<file path="src/rtl/crc32_ctrl_pkg.sv">
// Shared types and constants for the CRC-32 arbitrated frame controller.
// Latency: n/a (package only).
// Backpressure: n/a (package only).
//
// Contents: FSM state enum, CRC polynomial and defaults, result length width,
// and a bit-reverse helper used to build the LSB-first polynomial constant.
package crc32_ctrl_pkg;

  typedef enum logic [1:0] {
    IDLE = 2'd0,
    RUN  = 2'd1,
    DONE = 2'd2
  } state_t;

  localparam logic [31:0] CRC_POLY         = 32'h04C11DB7;
  localparam logic [31:0] CRC_INIT_DEFAULT = 32'hFFFFFFFF;
  localparam logic [31:0] XOR_OUT_DEFAULT  = 32'hFFFFFFFF;
  localparam int          LEN_W            = 16;

  function automatic logic [31:0] bit_reverse32(input logic [31:0] v);
    logic [31:0] r;
    r = '0;
    for (int i = 0; i < 32; i++) begin
      r[i] = v[31-i];
    end
    return r;
  endfunction

  // Data enters LSB first, so the shift register runs right-shifting and
  // needs the polynomial in reflected bit order.
  localparam logic [31:0] CRC_POLY_REFL = bit_reverse32(CRC_POLY);

endpackage

</file>
<file path="src/rtl/crc32_core.sv">
// Combinational 32-bit-per-cycle CRC-32 update (poly 0x04C11DB7, data bit 0 first).
// Latency: 0 cycles, pure combinational.
// Backpressure: none; evaluated every cycle, caller decides when to register.
//
// Ports: crc  - current CRC register value
//        data - 32-bit input word, bit 0 is the first bit shifted in
//        next - CRC register value after absorbing all 32 data bits
module crc32_core
  import crc32_ctrl_pkg::*;
(
  input  logic [31:0] crc,
  input  logic [31:0] data,
  output logic [31:0] next
);

  logic [31:0] c;

  // Unrolled bit-serial LFSR; synthesis flattens this into an XOR network.
  always_comb begin
    c = crc;
    for (int i = 0; i < 32; i++) begin
      if (c[0] ^ data[i]) begin
        c = {1'b0, c[31:1]} ^ CRC_POLY_REFL;
      end else begin
        c = {1'b0, c[31:1]};
      end
    end
  end

  assign next = c;

endmodule

</file>
<file path="src/rtl/crc32_arb_ctrl.sv">
// Round-robin arbiter feeding whole frames from NUM_REQ requesters into one CRC-32 engine.
// Latency: one word per clock while granted; result registered 1 cycle after the last word.
// Backpressure: s_ready one-hot to the granted requester only; result held until m_ready.
//
// Ports: clk/rst_n            - clock, async active-low reset
//        s_valid/s_data/s_last - per-requester word streams, s_ready per-requester accept
//        m_valid/m_ready       - result handshake; m_crc/m_id/m_len result fields
//        flush                 - synchronous abort of the current frame or pending result
//        busy                  - high whenever not IDLE
module crc32_arb_ctrl
  import crc32_ctrl_pkg::*;
#(
  parameter int          NUM_REQ  = 2,
  parameter logic [31:0] CRC_INIT = CRC_INIT_DEFAULT,
  parameter logic [31:0] XOR_OUT  = XOR_OUT_DEFAULT
) (
  input  logic                   clk,
  input  logic                   rst_n,
  input  logic [NUM_REQ-1:0]     s_valid,
  input  logic [32*NUM_REQ-1:0]  s_data,
  input  logic [NUM_REQ-1:0]     s_last,
  output logic [NUM_REQ-1:0]     s_ready,
  output logic                   m_valid,
  input  logic                   m_ready,
  output logic [31:0]            m_crc,
  output logic [2:0]             m_id,
  output logic [LEN_W-1:0]       m_len,
  input  logic                   flush,
  output logic                   busy
);

  state_t           state_q, state_d;
  logic [2:0]       grant_q, last_grant_q, gnt_idx;
  logic             gnt_found;
  logic [7:0]       valid_pad;
  logic [3:0]       cand;
  logic [31:0]      crc_q, crc_nxt, word_sel;
  logic [LEN_W-1:0] len_q, len_inc;
  logic             accept, accept_last;

  // Round-robin search starting one past the last grant, wrapping at NUM_REQ.
  always_comb begin
    valid_pad              = '0;
    valid_pad[NUM_REQ-1:0] = s_valid;
    gnt_idx                = last_grant_q;
    gnt_found              = 1'b0;
    cand                   = '0;
    for (int k = 1; k <= NUM_REQ; k++) begin
      cand = {1'b0, last_grant_q} + 4'(k);
      if (cand >= 4'(NUM_REQ)) begin
        cand = cand - 4'(NUM_REQ);
      end
      if (!gnt_found && valid_pad[cand[2:0]]) begin
        gnt_found = 1'b1;
        gnt_idx   = cand[2:0];
      end
    end
  end

  // s_ready is one-hot (or zero), so an OR-mux selects the granted word.
  always_comb begin
    word_sel = '0;
    for (int i = 0; i < NUM_REQ; i++) begin
      if (s_ready[i]) begin
        word_sel = word_sel | s_data[32*i +: 32];
      end
    end
  end

  assign accept      = |(s_valid & s_ready);
  assign accept_last = |(s_valid & s_ready & s_last);
  assign len_inc     = (&len_q) ? len_q : len_q + 1'b1;

  crc32_core u_core (
    .crc  (crc_q),
    .data (word_sel),
    .next (crc_nxt)
  );

  // FSM: state register
  always_ff @(posedge clk or negedge rst_n) begin
    if (!rst_n) begin
      state_q <= IDLE;
    end else begin
      state_q <= state_d;
    end
  end

  // FSM: next state
  always_comb begin
    state_d = state_q;
    unique case (state_q)
      IDLE: if (gnt_found) state_d = RUN;
      RUN: begin
        if (flush)            state_d = IDLE;
        else if (accept_last) state_d = DONE;
      end
      DONE: if (flush || (m_valid && m_ready)) state_d = IDLE;
      default: state_d = IDLE;
    endcase
  end

  // FSM: outputs. Flush masks s_ready so a same-cycle word is never taken.
  always_comb begin
    s_ready = '0;
    busy    = (state_q != IDLE);
    if (state_q == RUN && !flush) begin
      for (int i = 0; i < NUM_REQ; i++) begin
        s_ready[i] = (grant_q == 3'(i));
      end
    end
  end

  // Datapath: grant bookkeeping, CRC/length accumulation, result register.
  always_ff @(posedge clk or negedge rst_n) begin
    if (!rst_n) begin
      grant_q      <= '0;
      last_grant_q <= 3'(NUM_REQ - 1);
      crc_q        <= CRC_INIT;
      len_q        <= '0;
      m_valid      <= 1'b0;
      m_crc        <= '0;
      m_id         <= '0;
      m_len        <= '0;
    end else begin
      unique case (state_q)
        IDLE: begin
          if (gnt_found) begin
            grant_q      <= gnt_idx;
            last_grant_q <= gnt_idx;
            crc_q        <= CRC_INIT;
            len_q        <= '0;
          end
        end
        RUN: begin
          if (accept) begin
            crc_q <= crc_nxt;
            len_q <= len_inc;
            if (accept_last) begin
              m_crc   <= crc_nxt ^ XOR_OUT;
              m_len   <= len_inc;
              m_id    <= grant_q;
              m_valid <= 1'b1;
            end
          end
        end
        DONE: begin
          if (flush || m_ready) begin
            m_valid <= 1'b0;
          end
        end
        default: ;
      endcase
    end
  end

endmodule

</file>
<file path="config.mk">
export PLATFORM = sky130hd
export DESIGN_NAME = crc32_arb_ctrl
export DESIGN_NICKNAME = d
export VERILOG_FILES = /design/src/rtl/crc32_ctrl_pkg.sv /design/src/rtl/crc32_core.sv /design/src/rtl/crc32_arb_ctrl.sv
export SDC_FILE = /design/constraint.sdc
export NUM_CORES = 1
export LEC_CHECK = 0
export BUFFER_PORTS_ARGS = -buffer_cell sky130_fd_sc_hd__buf_2
export CAP_MARGIN = 20
export CORE_ASPECT_RATIO = 1.1
export CORE_MARGIN = 2
export CORE_UTILIZATION = 54
export DETAILED_ROUTE_END_ITERATION = 7
export GPL_TIMING_DRIVEN = 0
export PLACE_DENSITY = 0.84
export SYNTH_ARGS = -nofsm -noshare
export SYNTH_HDL_FRONTEND = slang
export SYNTH_SLANG_ARGS = --single-unit
</file>
<file path="constraint.sdc">
create_clock -name clk -period 3.43 [get_ports clk]
set_input_delay 0.343 -clock clk [delete_from_list [all_inputs] [get_ports clk]]
set_output_delay 0.343 -clock clk [all_outputs]
set_load 0.01 [all_outputs]
</file>
==> run metrics, run 1 <==
Hold Vio Cnt, Final=0; vias in the first global route=8912; GRT Util Overall=36.89%; Max Slew Vio Count=0; top post-synthesis cells by count=xnor2_1, nand2_1, xor2_1, dfrtp_1, o21ai_0; kind of critical path=register to register; Post-Synthesis Cell Area=0.009713 mm²; fmax=235.3 MHz; Area Overhead vs Synth=49.29%; clock sinks=106; clk_skew=0.02281 ns; drt initial violations=1136; status=finished with violations; initial antenna violation count=0; cell row count=51; core box area=0.01768 mm²; Chip Width=131.9 µm; normalized max-slew margin=48.15%; H-tree lvl count=3; Final #Nets=1297; flops & latches, synth=106; first-pass GRT wire length=52.87 mm; multi-input logic area=0.008686 mm²; Cells after DPL=1295; initial core utilization=54.95%; sequential fraction of the synthesis area=27.73%; critical path fanouts, max=7; Worst EP arrival=4.51 ns; largest net degree at the start of global routing=75; critical path endpoint category=register; Worst setup SP type=register; TritonCTS buffer count=9; Routed WL per cell=30.39 µm; number of fill cells=823; Place WS=-0.8248 ns; HP Class=primary input to register; # setup viols final=71; failing checks=setup timing; count leader, synth=xnor2_1; Synth Instances=942; post-detailed-routing wire length=44.40 mm; Post-synth top flop=dfrtp_1; dpl hpwl=19.84 mm; Root Buffer=clkbuf_16; Chip Height=144.7 µm; vias per cell=6.572; synth unique cells=58; clk slew on worst S/H paths=0.07 ns; yosys warns=0; crit share post-route=123.9%; Remaining Overflow, GRT=0; Worst Path Required=3.69 ns; clk_lat worst skew=0.37 ns; layout cell share with drive strength beyond 1=48.32%; DR vias=9602; Tmin final=4.251 ns; register area=0.002701 mm²; synth top area cells=xnor2_1, dfrtp_1, dfstp_2; Avg Cell Area, Syn=10.31 µm²; Die ar.=0.01908 mm²; final antenna-violating net count=0; io pins=127; # diodes=0; Worst Slack Setup Final=-0.8206 ns; number of remaining DRC errors=0; ys async rst share=100.0%; CTS tree=done; drt first pass iters=5; CTS max path bufs=2; gpl congestion=1.015; Yosys top cell by area=xnor2_1; measured slew at the worst slew-check pin=0.7706 ns; Port Buffer Count=114; Post-synth EDFFs=0; Non-Filler Instances=1461; share of the synthesized area in the top cell type=20.56%; Max Cap Viol=0; Post-Syn Nets=1021; unrepaired setup endpoints after global routing=true
[registers in the layout, summed over array words and instances, names as in the netlist]
register / cells
crc_q: 32
m_crc: 32
len_q: 16
m_len: 16
grant_q: 3
m_id: 3
state_q: 2
last_grant_q: 1
m_valid: 1
[cell usage in the layout (no fill, tap or decap), types with 6 or more instances in the layout]
master	instances
o22a_1	23
mux2i_1	14
buf_12	15
xnor2_2	70
xnor3_1	15
o21ai_0	45
xor2_2	13
dfstp_2	32
and2_1	6
xnor2_4	54
clkbuf_16	10
nand3_1	14
nand2_2	8
buf_4	104
nand2_1	108
mux2i_2	6
xor2_4	21
inv_1	6
xor2_1	56
clkbuf_1	26
buf_6	41
xnor3_2	15
dfrtp_1	70
mux2i_4	24
buf_8	6
o21ai_1	23
ha_1	7
nor3_1	7
buf_2	123
xnor2_1	138
nor2_1	30
[cell type report]
type | count | share of cell area, %
Inverter | 6 | 0.1553
Clock buffer | 11 | 1.674
Tap cell | 238 | 2.054
Clock inverter | 5 | 0.4314
Buffer | 56 | 2.804
Sequential cell | 106 | 18.63
Multi-Input combinational cell | 772 | 59.90
Timing Repair Buffer | 267 | 14.35
[critical path, cell delays in order (launching register included)]
cell,delay [ns]
dfrtp_2,0.48
buf_12,0.17
buf_12,0.13
mux2i_4,0.32
xnor2_2,0.16
nand2_2,0.12
xnor2_4,0.31
buf_6,0.16
xnor3_2,0.38
xnor2_4,0.35
xor3_2,0.53
xnor3_2,0.33
xor3_2,0.50
nand2_1,0.09
nand2_1,0.10
[layer usage]
layer | global-route usage (%) | routed length (µm) | up-vias
li1 | - | - | 3625
met1 | 42.02 | 14330 | 4626
met2 | 63.46 | 20040 | 975
met3 | 6.479 | 5242 | 376
met4 | 26.49 | 4788 | 0
met5 | 0 | 0 | -
[worst paths after layout]
| path | slack (ns) | end | start | depth (start not counted) |
|---|---|---|---|---|
| max | -0.82 | crc_q[23] | grant_q[0] | 14 |
| max reg2reg | -0.82 | crc_q[23] | grant_q[0] | 14 |
| max in group asynchronous | 2.16 | crc_q[22] | rst_n | 3 |
| min reg2reg | 0.49 | m_crc[0] | m_crc[0] | 2 |
| min in group asynchronous | 0.47 | m_crc[17] | rst_n | 2 |
| min | 0.31 | m_valid | m_ready | 3 |
[timing repair]
item	4_1_cts	5_1_grt
setup buffers	98	59
gates cloned	2	1
setup endpoints to repair	70	70
pin swaps	86	73
endpoints found under the hold margin	22	0
hold buffers	1	0
resized for setup	177	150
[metrics by stage]
stage                     hold WS [ns]  instance area, µm²  util [%]  TNS [ns]
after floorplan                0.04741                9963         -    -1.158
after global placement          0.4625               10830     61.28    -30.71
after detailed placement        0.3163               10860     61.45    -33.33
after CTS                       0.2700               13190     74.61    -13.32
after global routing            0.3021               14500     82.03    -39.26
final                           0.3131               14500     82.03    -37.17
[cells by family after synthesis]
logic type | count (synthesis) | synth area share, %
xor+xnor | 391 | 45.39
flops | 106 | 27.73
compound gates | 122 | 7.755
fa+ha+maj | 7 | 0.9017
mux | 48 | 5.475
buf+inv | 64 | 3.452
simple gates | 204 | 9.288
Power of run 1 is not shown: default switching activity piles up to over one toggle a cycle in this logic, so the estimate is an artifact.
==> run 2, diff against run 1 <==
--- a/config.mk
+++ b/config.mk
@@ -9,10 +9,10 @@
 export CAP_MARGIN = 20
 export CORE_ASPECT_RATIO = 1.1
 export CORE_MARGIN = 2
-export CORE_UTILIZATION = 54
+export CORE_UTILIZATION = 64
 export DETAILED_ROUTE_END_ITERATION = 7
 export GPL_TIMING_DRIVEN = 0
-export PLACE_DENSITY = 0.84
+export PLACE_DENSITY = 0.93
 export SYNTH_ARGS = -nofsm -noshare
 export SYNTH_HDL_FRONTEND = slang
 export SYNTH_SLANG_ARGS = --single-unit
==> constraint.sdc (replaced) <==
create_clock -name clk -period 5.1 [get_ports clk]
set_input_delay 0.51 -clock clk [delete_from_list [all_inputs] [get_ports clk]]
set_output_delay 0.51 -clock clk [all_outputs]
set_load 0.01 [all_outputs]
==> run 2 against run 1 <==
Net effect:
- critical path type unchanged
- the flow now finishes without violations
- non-clock buffer count shrank 150
- die area is 15% lower
- first-iteration DRC count shrank 52%
- cell area decreased by 25%
- largest cell class unchanged
- global-route usage fell by 3.9 points
==> run metrics, run 2 (synthesis results as in run 1) <==
fmax=216.4 MHz; Worst path slowest cell=xor3_1; largest net degree at the start of global routing=57; commonest cells after routing, fill and taps aside=xnor2_1, buf_2, nand2_1, xor2_1, dfrtp_1; DR vias=7420; final antenna-violating net count=0; setup tns final=0 ns; Final #Nets=1147; RR Endpoint=crc_q[23]; HP Class=primary input to async pin; initial core utilization=65.03%; GRT Util Overall=32.96%; Tmin final=4.621 ns; Worst Slack Setup Final=0.4785 ns; Worst Path Required=5.39 ns; CTS Hold Bufs=0; critical path, cell by cell=nand2b_1, nor4_4, and2_1, xnor3_1, xnor3_1, xnor2_2, xnor3_1, xor3_2, xnor3_2, xor3_1, nand2_1, nand2_1; Hold Vio Cnt, Final=0; first-pass GRT wire length=40.83 mm; CTS tree=done; initial antenna violation count=0; dpl hpwl=20.12 mm; clock sinks=106; leading registers by flop count=crc_q x32, m_crc x32; CTS-repair resized insts=0; WP buf/inv=0; TritonCTS buffer count=9; Top Family by Delay on Critical Path=XOR/XNOR gates; CTS max path bufs=2; normalized max-slew margin=44.27%; gpl congestion=0.9673; Routed WL per cell=20.50 µm; measured slew at the worst slew-check pin=0.8331 ns; setup bufs post-CTS=0; Chip Height=133.2 µm; Worst setup SP type=register; clk_skew=0.007013 ns; vias in the first global route=7618; register area=0.002694 mm²; unrepaired setup endpoints after global routing=false; multi-input logic area=0.006684 mm²; number of fill cells=1001; commonest non-fill, non-tap cell in the layout=xnor2_1; Place WS=0.5240 ns; Max Slew Vio Count=0; CP most frequent cell=xnor3_1; Port Buffer Count=114; drt first pass iters=5; io pins=127; Die ar.=0.01618 mm²; crit share post-route=90.62%; layout cell share with drive strength beyond 1=24.88%; cell row count=47; drt initial violations=541; Max stage delay on crit path=0.54 ns; kind of critical path=register to register; core box area=0.01494 mm²; clk slew on worst S/H paths=0.07 ns; critical path endpoint category=register; number of remaining DRC errors=0; post-detailed-routing wire length=26.02 mm; # setup viols final=0; H-tree lvl count=3; # diodes=0; Area Overhead vs Synth=12.15%; Worst EP arrival=4.91 ns; Max Cap Viol=0; status=complete, no violations; critical path fanouts, max=8; Chip Width=121.5 µm; flop2flop setup slack=0.48 ns; clk_lat worst skew=0.35 ns; Root Buffer=clkbuf_16; cell depth of the worst flop-to-flop path=12; vias per cell=5.847; Remaining Overflow, GRT=0; reg2reg start=grant_q[2]
-- run 2: worst max path at each step --
stage / start / endpoint / cells past startpoint
6_report: grant_q[2] / crc_q[23] / 12
4_1_cts: grant_q[2] / crc_q[23] / 12
2_1_floorplan: s_data[35] / m_crc[23] / 12
3_5_place_dp: flush / m_crc[23] / 11
5_1_grt: grant_q[2] / m_crc[9] / 12
3_3_place_gp: flush / m_crc[23] / 11
-- run 2: worst reg2reg max path: stages (launching register included) --
cell	delay [ns]
dfrtp_1	0.42
nand2b_1	0.20
nor4_4	0.34
and2_1	0.34
xnor3_1	0.40
xnor3_1	0.45
xnor2_2	0.46
xnor3_1	0.31
xor3_2	0.45
xnor3_2	0.45
xor3_1	0.54
nand2_1	0.10
nand2_1	0.11
-- run 2: area by class of cell --
cell class	count	area share [%]
Buffer	58	2.872
Clock buffer	10	2.194
Clock inverter	6	0.8730
Inverter	6	0.2068
Multi-Input combinational cell	772	61.36
Sequential cell	106	24.73
Tap cell	196	2.251
Timing Repair Buffer	115	5.513
-- run 2: metal layers --
layer	share of wire [%]	GRT usage, %
met3	6.9	5.394
met5	0	0
met1	38	40.37
met2	51	57.08
met4	4.4	14.69
-- run 2: through the flow --
step,hold WS (ns),area [µm²],util (%),std cells
2_1_floorplan,0.2144,9713,-,942
3_3_place_gp,0.4622,10530,70.49,1252
3_5_place_dp,0.4648,10560,70.69,1253
4_1_cts,0.2080,10890,72.93,1269
5_1_grt,0.2348,10890,72.93,1269
6_report,0.1837,10890,72.93,1269
Power of run 2 is left out for the same reason.
==> run 3, diff against run 2 <==
--- a/config.mk
+++ b/config.mk
@@ -5,14 +5,16 @@
 export SDC_FILE = /design/constraint.sdc
 export NUM_CORES = 1
 export LEC_CHECK = 0
+export ABC_AREA = 1
 export BUFFER_PORTS_ARGS = -buffer_cell sky130_fd_sc_hd__buf_2
 export CAP_MARGIN = 20
 export CORE_ASPECT_RATIO = 1.1
 export CORE_MARGIN = 2
-export CORE_UTILIZATION = 64
+export CORE_UTILIZATION = 65
+export CTS_BUF_LIST = sky130_fd_sc_hd__clkbuf_8 sky130_fd_sc_hd__clkbuf_16
 export DETAILED_ROUTE_END_ITERATION = 7
 export GPL_TIMING_DRIVEN = 0
-export PLACE_DENSITY = 0.93
+export PLACE_DENSITY = 0.88
 export SYNTH_ARGS = -nofsm -noshare
 export SYNTH_HDL_FRONTEND = slang
 export SYNTH_SLANG_ARGS = --single-unit
==> run 3 against run 2 <==
Net effect:
- via count up 45%
- synthesized cell count up 69%
- cell area up 6.6%
- maximum frequency up 3.3%
- critical endpoint is now m_crc[7]
- hold slack better by 0.012 ns
- non-clock buffer count down 19
- clock-buffer cell count down 1
- critical path type unchanged
- final cell count up 52%
- first-iteration DRC count up 99%
- core utilization up 1.1 points
- setup slack better by 0.15 ns
==> run metrics, run 3 <==
measured slew at the worst slew-check pin=0.6749 ns; initial antenna violation count=0; TritonCTS buffer count=9; Routed WL per cell=16.92 µm; clk slew on worst S/H paths=0.08 ns; synth unique cells=52; core box area=0.01568 mm²; top post-synthesis cells by count=nand2_1, nand3_1, inv_1, xor2_1, nand2_2; Remaining Overflow, GRT=0; # diodes=0; io pins=127; Chip Height=136.7 µm; share of the synthesized area in the top cell type=20.69%; final antenna-violating net count=0; first-pass GRT wire length=50.96 mm; M1 GR Usage=49.41%; count leader, synth=nand2_1; Root Buffer=clkbuf_16; Port Buffer Count=126; Chip Width=124.7 µm; Post-Syn Nets=1667; critical path fanouts, max=10; Hold Vio Cnt, Final=0; HP Class=primary input to async pin; number of remaining DRC errors=0; layout cell share with drive strength beyond 1=22.70%; synth top area cells=nand2_1, dfrtp_1, nand3_1; vias per cell=5.589; Area Overhead vs Synth=11.50%; global route hottest layer=met2; # setup viols final=0; Worst setup SP type=register; grt met3 use=3.909%; Worst Path Required=5.39 ns; gpl congestion=0.9967; CTS Hold Bufs=0; Final Util=74.07%; leading registers by flop count=crc_q x32, m_crc x32; fmax=223.4 MHz; vias in the first global route=9852; Die ar.=0.01705 mm²; Worst EP arrival=4.77 ns; Worst path slowest cell=dfrtp_1; Synth Instances=1588; commonest cells after routing, fill and taps aside=nand2_1, nand3_1, inv_1, buf_2, xor2_1; area post-placement=0.01132 mm²; clock sinks=106; Tmin final=4.475 ns; ys async rst share=100.0%; drt first pass iters=7; GRT Util Overall=38.17%; CTS tree=done; Hold Slack=0.1958 ns; CTS max path bufs=2; initial core utilization=66.43%; post-detailed-routing wire length=32.67 mm; setup bufs post-CTS=0; Post-synth EDFFs=0; commonest non-fill, non-tap cell in the layout=nand2_1; GR Layer Usage met2=65.15%; largest net degree at the start of global routing=56; flop2flop setup slack=0.62 ns; Post-synth top flop=dfrtp_1; unrepaired setup endpoints after global routing=false; status=complete, no violations; Max Cap Viol=0; H-tree lvl count=3; clk_lat worst skew=0.35 ns; Final #Nets=1805; Design Area, Final=0.01161 mm²; DR vias=10.79k; cell row count=48; dpl hpwl=26.21 mm; drt initial violations=1075; critical path endpoint category=register; Avg Cell Area, Syn=6.557 µm²; Yosys top cell by area=nand2_1; yosys warns=0; kind of critical path=register to register; CTS-repair resized insts=0; normalized max-slew margin=55.01%; flops & latches, synth=106; crit share post-route=87.75%; Max Slew Vio Count=0; Max stage delay on crit path=0.46 ns; Post-Synthesis Cell Area=0.01041 mm²; sequential fraction of the synthesis area=25.87%; setup tns final=0 ns; clk_skew=0.01432 ns
run 3: stage by stage:
stage / setup slack [ns] / std cells
after floorplan: 1.861 / 1588
after global placement: 0.8839 / 1914
after detailed placement: 0.7782 / 1915
after CTS: 0.7335 / 1931
after global routing: 0.3400 / 1931
final: 0.6246 / 1931
run 3: final timing paths:
path                                  from         to  cells past startpoint
worst max register to register  grant_q[1]   m_crc[7]                     29
worst min-delay path                 rst_n  m_len[12]                      1
min in group clk                   m_ready    m_valid                      4
worst max-delay path            grant_q[1]   m_crc[7]                     29
max in group asynchronous            rst_n  crc_q[28]                      2
worst min register to register   m_crc[25]  m_crc[25]                      2
run 3: per-layer routing:
metal | wire length [µm] | part of all wire [%]
met1 | 13390 | 41
met2 | 15390 | 47
met3 | 2280 | 7.0
met4 | 1613 | 4.9
met5 | 0 | 0
run 3: cells by family (layout without fill, tap and decap cells):
group | count (synthesis) | in the layout | share of synthesized area [%]
adder cells (fa/ha/maj) | 7 | 7 | 0.8411
buffers and inverters | 240 | 383 | 9.180
AO/OA/AOI/OAI | 109 | 109 | 6.140
flip-flops | 106 | 106 | 25.87
XOR/XNOR | 117 | 117 | 10.53
AND/OR/NAND/NOR | 1009 | 1009 | 47.44
run 3: layout make-up:
type,count,area (µm²)
multi-input cells,1242,6763
repair buffers,127,660.6
flip-flops and latches,106,2694
well taps,200,250.2
clock buffers,9,225.2
fillers,1313,4065
plain buffers,27,151.4
inverters,213,804.5
clock inverters,7,61.31
run 3: worst max-delay path, delay by kind of cell, from the launching register on:
kind | cells | cell delay (ns)
xor+xnor | 1 | 0.43
buf+inv | 3 | 0.38
flops | 1 | 0.46
simple gates | 25 | 3.10
Power of run 3 is left out for the same reason.
